<file path="src/rtl/multicycle_ctrl_if.sv">
// Control bundle between the multicycle RV32I controller and its datapath.
interface multicycle_ctrl_if;
  logic [6:0] op;
  logic [2:0] funct3;
  logic       funct7b5;
  logic       zero;
  logic       mem_ready;
  logic [1:0] imm_src;
  logic [1:0] alu_src_a;
  logic [1:0] alu_src_b;
  logic [2:0] alu_control;
  logic [1:0] result_src;
  logic       adr_src;
  logic       ir_write;
  logic       pc_write;
  logic       reg_write;
  logic       mem_write;

  modport master (
    input  op, funct3, funct7b5, zero, mem_ready,
    output imm_src, alu_src_a, alu_src_b, alu_control, result_src,
    output adr_src, ir_write, pc_write, reg_write, mem_write
  );

  modport slave (
    output op, funct3, funct7b5, zero, mem_ready,
    input  imm_src, alu_src_a, alu_src_b, alu_control, result_src,
    input  adr_src, ir_write, pc_write, reg_write, mem_write
  );
endinterface

</file>
<file path="src/rtl/multicycle_ctrl.sv">
// Multicycle RV32I control FSM; outputs combinational from state, memory states stall on mem_ready.
// Optional ILLEGAL_TRAP_EN: unsupported opcodes park the FSM in a sticky TRAP state flagged on illegal_instr.
module multicycle_ctrl #(
  parameter bit MEM_HANDSHAKE = 1'b1
) (
  input  logic              clk,
  input  logic              reset,
  multicycle_ctrl_if.master bus
`ifdef ILLEGAL_TRAP_EN
  ,
  output logic              illegal_instr
`endif
);

  typedef enum logic [3:0] {
    FETCH    = 4'd0,
    DECODE   = 4'd1,
    MEMADR   = 4'd2,
    MEMREAD  = 4'd3,
    MEMWB    = 4'd4,
    MEMWRITE = 4'd5,
    EXECR    = 4'd6,
    EXECI    = 4'd7,
    ALUWB    = 4'd8,
    BRANCH   = 4'd9,
    JAL      = 4'd10,
    TRAP     = 4'd11
  } state_t;

  localparam logic [6:0] OP_LW   = 7'b0000011;
  localparam logic [6:0] OP_SW   = 7'b0100011;
  localparam logic [6:0] OP_R    = 7'b0110011;
  localparam logic [6:0] OP_I    = 7'b0010011;
  localparam logic [6:0] OP_B    = 7'b1100011;
  localparam logic [6:0] OP_JAL  = 7'b1101111;

  state_t     state_q;
  state_t     state_d;
  logic       ready;
  logic [1:0] aluop;
  logic [1:0] alu_src_a;
  logic [1:0] alu_src_b;
  logic [1:0] result_src;
  logic       adr_src;
  logic       ir_write;
  logic       pc_write;
  logic       reg_write;
  logic       mem_write;
  logic       trap_flag;

  assign ready = MEM_HANDSHAKE ? bus.mem_ready : 1'b1;

  always_ff @(posedge clk) begin
    if (reset) begin
      state_q <= FETCH;
    end else begin
      state_q <= state_d;
    end
  end

  always_comb begin
    state_d    = FETCH;
    aluop      = 2'b00;
    alu_src_a  = 2'b00;
    alu_src_b  = 2'b00;
    result_src = 2'b00;
    adr_src    = 1'b0;
    ir_write   = 1'b0;
    pc_write   = 1'b0;
    reg_write  = 1'b0;
    mem_write  = 1'b0;
    trap_flag  = 1'b0;
    case (state_q)
      FETCH: begin
        alu_src_b  = 2'b10;
        result_src = 2'b10;
        ir_write   = ready;
        pc_write   = ready;
        state_d    = ready ? DECODE : FETCH;
      end
      DECODE: begin
        // Speculatively form the branch target in ALUOut while decoding.
        alu_src_a = 2'b01;
        alu_src_b = 2'b01;
        case (bus.op)
          OP_LW, OP_SW: state_d = MEMADR;
          OP_R:         state_d = EXECR;
          OP_I:         state_d = EXECI;
          OP_B:         state_d = BRANCH;
          OP_JAL:       state_d = JAL;
`ifdef ILLEGAL_TRAP_EN
          default:      state_d = TRAP;
`else
          default:      state_d = FETCH;
`endif
        endcase
      end
      MEMADR: begin
        alu_src_a = 2'b10;
        alu_src_b = 2'b01;
        state_d   = bus.op[5] ? MEMWRITE : MEMREAD;
      end
      MEMREAD: begin
        adr_src = 1'b1;
        state_d = ready ? MEMWB : MEMREAD;
      end
      MEMWB: begin
        result_src = 2'b01;
        reg_write  = 1'b1;
      end
      MEMWRITE: begin
        adr_src   = 1'b1;
        mem_write = 1'b1;
        state_d   = ready ? FETCH : MEMWRITE;
      end
      EXECR: begin
        alu_src_a = 2'b10;
        aluop     = 2'b10;
        state_d   = ALUWB;
      end
      EXECI: begin
        alu_src_a = 2'b10;
        alu_src_b = 2'b01;
        aluop     = 2'b10;
        state_d   = ALUWB;
      end
      ALUWB: begin
        reg_write = 1'b1;
      end
      BRANCH: begin
        // funct3[0] distinguishes bne from beq, so it inverts the taken sense.
        alu_src_a = 2'b10;
        aluop     = 2'b01;
        pc_write  = bus.zero ^ bus.funct3[0];
      end
      JAL: begin
        alu_src_a = 2'b01;
        alu_src_b = 2'b10;
        pc_write  = 1'b1;
        state_d   = ALUWB;
      end
`ifdef ILLEGAL_TRAP_EN
      TRAP: begin
        trap_flag = 1'b1;
        state_d   = TRAP;
      end
`endif
      default: begin
        state_d = FETCH;
      end
    endcase
    if (reset) begin
      ir_write  = 1'b0;
      pc_write  = 1'b0;
      reg_write = 1'b0;
      mem_write = 1'b0;
      trap_flag = 1'b0;
    end
  end

  always_comb begin
    case (bus.op)
      OP_SW:   bus.imm_src = 2'b01;
      OP_B:    bus.imm_src = 2'b10;
      OP_JAL:  bus.imm_src = 2'b11;
      default: bus.imm_src = 2'b00;
    endcase
  end

  always_comb begin
    case (aluop)
      2'b00: bus.alu_control = 3'b000;
      2'b01: bus.alu_control = 3'b001;
      default: begin
        case (bus.funct3)
          // Only register-register ops honour funct7b5; addi with imm[10]=1 stays an add.
          3'b000:  bus.alu_control = (bus.op[5] & bus.funct7b5) ? 3'b001 : 3'b000;
          3'b010:  bus.alu_control = 3'b101;
          3'b110:  bus.alu_control = 3'b011;
          3'b111:  bus.alu_control = 3'b010;
          default: bus.alu_control = 3'b000;
        endcase
      end
    endcase
  end

  assign bus.alu_src_a  = alu_src_a;
  assign bus.alu_src_b  = alu_src_b;
  assign bus.result_src = result_src;
  assign bus.adr_src    = adr_src;
  assign bus.ir_write   = ir_write;
  assign bus.pc_write   = pc_write;
  assign bus.reg_write  = reg_write;
  assign bus.mem_write  = mem_write;

`ifdef ILLEGAL_TRAP_EN
  assign illegal_instr = trap_flag;
`else
  logic unused_trap;
  assign unused_trap = trap_flag;
`endif

endmodule

</file>
<file path="src/flat_wrapper.sv">
// flat-port wrapper written by rule: the top's interface ports become plain ports
module multicycle_ctrl_flat 
#(
  parameter bit MEM_HANDSHAKE = 1'b1
)
  (clk, reset, bus_op, bus_funct3, bus_funct7b5, bus_zero, bus_mem_ready, bus_imm_src, bus_alu_src_a, bus_alu_src_b, bus_alu_control, bus_result_src, bus_adr_src, bus_ir_write, bus_pc_write, bus_reg_write, bus_mem_write);
  multicycle_ctrl_if bus_i ();
  input  logic clk;
  input  logic reset;
  input wire logic [$bits(bus_i.op)-1:0] bus_op;
  input wire logic [$bits(bus_i.funct3)-1:0] bus_funct3;
  input wire logic [$bits(bus_i.funct7b5)-1:0] bus_funct7b5;
  input wire logic [$bits(bus_i.zero)-1:0] bus_zero;
  input wire logic [$bits(bus_i.mem_ready)-1:0] bus_mem_ready;
  output wire logic [$bits(bus_i.imm_src)-1:0] bus_imm_src;
  output wire logic [$bits(bus_i.alu_src_a)-1:0] bus_alu_src_a;
  output wire logic [$bits(bus_i.alu_src_b)-1:0] bus_alu_src_b;
  output wire logic [$bits(bus_i.alu_control)-1:0] bus_alu_control;
  output wire logic [$bits(bus_i.result_src)-1:0] bus_result_src;
  output wire logic [$bits(bus_i.adr_src)-1:0] bus_adr_src;
  output wire logic [$bits(bus_i.ir_write)-1:0] bus_ir_write;
  output wire logic [$bits(bus_i.pc_write)-1:0] bus_pc_write;
  output wire logic [$bits(bus_i.reg_write)-1:0] bus_reg_write;
  output wire logic [$bits(bus_i.mem_write)-1:0] bus_mem_write;
  assign bus_i.op = bus_op;
  assign bus_i.funct3 = bus_funct3;
  assign bus_i.funct7b5 = bus_funct7b5;
  assign bus_i.zero = bus_zero;
  assign bus_i.mem_ready = bus_mem_ready;
  assign bus_imm_src = bus_i.imm_src;
  assign bus_alu_src_a = bus_i.alu_src_a;
  assign bus_alu_src_b = bus_i.alu_src_b;
  assign bus_alu_control = bus_i.alu_control;
  assign bus_result_src = bus_i.result_src;
  assign bus_adr_src = bus_i.adr_src;
  assign bus_ir_write = bus_i.ir_write;
  assign bus_pc_write = bus_i.pc_write;
  assign bus_reg_write = bus_i.reg_write;
  assign bus_mem_write = bus_i.mem_write;
  multicycle_ctrl #(.MEM_HANDSHAKE(MEM_HANDSHAKE)) u_core (.clk(clk), .reset(reset), .bus(bus_i));
endmodule
</file>
<file path="config.mk">
export PLATFORM = sky130hd
export DESIGN_NAME = multicycle_ctrl_flat
export DESIGN_NICKNAME = d
export VERILOG_FILES = /design/src/rtl/multicycle_ctrl_if.sv /design/src/rtl/multicycle_ctrl.sv /design/src/flat_wrapper.sv
export SDC_FILE = /design/constraint.sdc
export NUM_CORES = 1
export LEC_CHECK = 0
export ABC_AREA = 1
export ABC_CLOCK_PERIOD_IN_PS = 2100
export CAP_MARGIN = 20
export CELL_PAD_IN_SITES_DETAIL_PLACEMENT = 1
export CELL_PAD_IN_SITES_GLOBAL_PLACEMENT = 1
export CORE_MARGIN = 10
export CORE_UTILIZATION = 24
export CTS_CLUSTER_SIZE = 12
export DETAILED_ROUTE_END_ITERATION = 16
export PLACE_DENSITY = 0.83
export SETUP_SLACK_MARGIN = 0.1
export SYNTH_ARGS = -nofsm -noshare
export SYNTH_HDL_FRONTEND = slang
export SYNTH_SLANG_ARGS = --single-unit
</file>
<file path="constraint.sdc">
create_clock -name clk -period 2.1 [get_ports clk]
set_clock_uncertainty 0.15 [all_clocks]
set_input_delay 0.42 -clock clk [delete_from_list [all_inputs] [get_ports clk]]
set_output_delay 0.42 -clock clk [all_outputs]
set_load 0.01 [all_outputs]
</file>
==> summary.txt <==
Yosys
  • Seq/Total Area, Yosys: 0.1546
  • Yosys Warn Count: 0
  • Yosys reg bits: 4
  • Cell Area, Synth: around 520 um^2
  • Compound-Gate Fraction of Synth Area: 0.1014
  • Unique masters post-synth: 19
  • Post-Synth XOR/XNOR Area: 0.01691
  • Synth top area share: 0.1667
  • Adder-Cell Fraction of Synth Area: 0
  • Multiplexer area fraction after synthesis: 0
  • Post-synthesis simple-gate area fraction: 0.5531
  • Syn Nets: 113
  • Syn_area_per_cell: 5.286 um^2
  • Main area contributors after synthesis: nand2_1, dfxtp_1, inv_1
  • Largest family of logic cells by synthesized area: simple AND/OR/NAND/NOR gates
  • Synth Instances: between 90 and 100
  • Synth area leader: nand2_1

STA
  • Tmin final: 1.930 ns
  • Final period utilization: 0.9189
  • Slew at the pin closest to its max-slew limit: 0.1800 ns
  • Slew margin rel.: 0.8787
  • FMAX: ~0.52 GHz
  • RSZ-0062 raised after global routing: false
  • Setup violators final: 0
  • Hold Fails Final Rpt: 0
  • Final Max Slew Viols: 0

Setup path
  • Crit path DAT: 1.36 ns
  • Reg-to-reg critical path startpoint: u_core.state_q[3]
  • Reg-to-reg endpoint: u_core.state_q[2]
  • Worst Setup SP: u_core.state_q[2]
  • Crit Path Class: flop to output pin
  • R2R depth: 8
  • CP endpoint: bus_alu_src_a[1]
  • Crit start category: flop
  • Setup slack, reg-to-reg: 0.76 ns
  • Critical Path End Type: output pin
  • Crit path max fanout: 3
  • Req. time, crit path: 1.53 ns

Placed design
  • Hpwl dp: 1.995 mm
  • GP Congestion: 0.8302
  • Post-Place Cells: 170
  • Port Buf Inserts: 30

Global routing
  • Largest net degree at the start of global routing: 6
  • GRT Total Usage: 0.1054
  • Grt total ovfl: 0
  • First-pass GRT wire length: 3.684 mm
  • Vias in the first global route: 856
  • Initial antenna violation count: 0

Routing
  • Total number of vias: 777
  • Via density: 4.440
  • DR pass1 iterations: 4
  • DR WL/cell: 13.89 um
  • Post-Route WL: 2.431 mm
  • DRC: 0
  • Iteration-0 DRC Markers: 15
  • Post-route ant nets: 0

Floorplan
  • Core ar.: 2002 um^2
  • Die Area: 4416 um^2
  • Die Ht: between 60 and 70 um
  • I/O pin total: 31
  • Die W: 66.46 um
  • Site Rows: 16
  • Initial core utilization: 0.2588

Power and ir drop
  • Power Density: 270.3 nW/um^2
  • Share of power burned in registers: 0.282
  • Int Pwr: 0.1916 mW
  • Combinational power share: 0.360
  • VDD IR-drop max: between 150 and 200 uV
  • Net Switching: 0.08405 mW
  • Clock share of power: 0.358
  • Sw Ratio: 0.3049
  • Leakage: 0.6097 nW
  • Total power: 0.2757 mW

Min path
  • Hold depth: 5
  • Worst hold path startpoint: bus_op[4]
  • Hold Path Class: input pin to flop

Layout
  • Biggest regs: u_core.state_q (4)
  • Final Util: 0.5094
  • Final #Nets: 165
  • Share of cells above drive strength 1: 0.3919
  • Layout area overhead: 96.86%
  • Max FFs per register: 4
  • # diodes: 0
  • Largest reg by FF count: u_core.state_q
  • Final std cells w/o fill: 175

Run status
  • Status: finished, final reports clean

Job
  • Max Cap Violations: 0

Clock network
  • H-tree lvl count: 1
  • Clk buf depth: 2
  • Post-cts hold buffer count: 0
  • Clk_lat worst skew: 0.24 ns
  • CTS tree: built
  • CTS clk-pin slew, worst paths: 0.04 ns
  • CTS buffer count: 3
  • Root buf cell: clkbuf_4
  • Sink Count: 4
[power by group through the flow]
stage                     Sequential [mW]  Combinational (mW)  Clock [mW]
after global routing               0.0780               0.110       0.109
after detailed placement           0.0813               0.103           0
after CTS                          0.0807              0.0974       0.100
after floorplan                    0.0810              0.0342           0
after global placement             0.0812               0.100           0
final                              0.0777              0.0994      0.0986
[what timing repair did]
item,in CTS,in global routing
pin swaps,3,11
resized for setup,47,30
setup buffers,0,2
endpoints found under the hold margin,0,0
setup endpoints to repair,16,13
[cell usage in the layout (no fill, tap or decap), drive strengths merged, types with 2 or more instances in the layout]
cell / n
clkdlybuf4s50: 3
nand2: 25
o211ai: 2
dfxtp: 4
nor2: 22
nand3: 10
inv: 23
buf: 24
clkbuf: 8
dlymetal6s2s: 8
o21ai: 3
a21oi: 3
dlygate4sd2: 7
[per-stage QoR]
| step | area, um^2 | setup slack (ns) | setup TNS (ns) | hold WS (ns) |
|---|---|---|---|---|
| after CTS | 972.2 | 0.01249 | 0 | 0.5678 |
| after global routing | 1020 | 0.08659 | 0 | 0.5447 |
| after global placement | 968.4 | -0.4008 | -2.032 | 0.5960 |
| after detailed placement | 968.4 | -0.4279 | -2.315 | 0.6248 |
| final | 1020 | 0.1703 | 0 | 0.4892 |
| after floorplan | 518.0 | 0.4955 | 0 | 0.4957 |
[area by class of cell]
type	instances	area (um^2)
Clock buffer	3	22.52
Fill cell	284	982.2
Inverter	23	86.33
Multi-Input combinational cell	70	392.9
Sequential cell	4	92.59
Tap cell	27	33.78
Timing Repair Buffer	48	391.6
[cells by family after synthesis]
logic type,Yosys count
flops,4
simple gates,60
compound gates,9
xor+xnor,1
buf+inv,24
[critical path, stage by stage, from the launching register on]
cell,delay [ns]
dfxtp_4,0.37
inv_1,0.07
nor2_4,0.11
nand2_2,0.08
buf_4,0.14
nand3_1,0.07
dlygate4sd2_1,0.28
[cells in the mapped netlist (all sizes together)]
library cell  count
nor2             22
inv              23
a21oi             3
xnor2             1
nand4             1
and3              1
nand3            10
nand3b            1
o211ai            2
nand2            25
o21ai             3
dfxtp             4
buf               1
a211oi            1
[layer usage]
| layer | GRT usage | share of wire | up-vias |
|---|---|---|---|
| met5 | 0 | 0 | - |
| met1 | 0.09390 | 0.38 | 348 |
| li1 | - | - | 397 |
| met3 | 0.03177 | 0.072 | 5 |
| met4 | 0.04712 | 0.011 | 0 |
| met2 | 0.2093 | 0.53 | 27 |
[worst min-delay path by stage]
stage | end | slack, ns
5_1_grt | u_core.state_q[2] | 0.54
2_1_floorplan | u_core.state_q[0] | 0.50
6_report | u_core.state_q[2] | 0.49
4_1_cts | u_core.state_q[1] | 0.57
3_3_place_gp | u_core.state_q[1] | 0.60
3_5_place_dp | u_core.state_q[1] | 0.62
(Power assumes the default switching activity.)
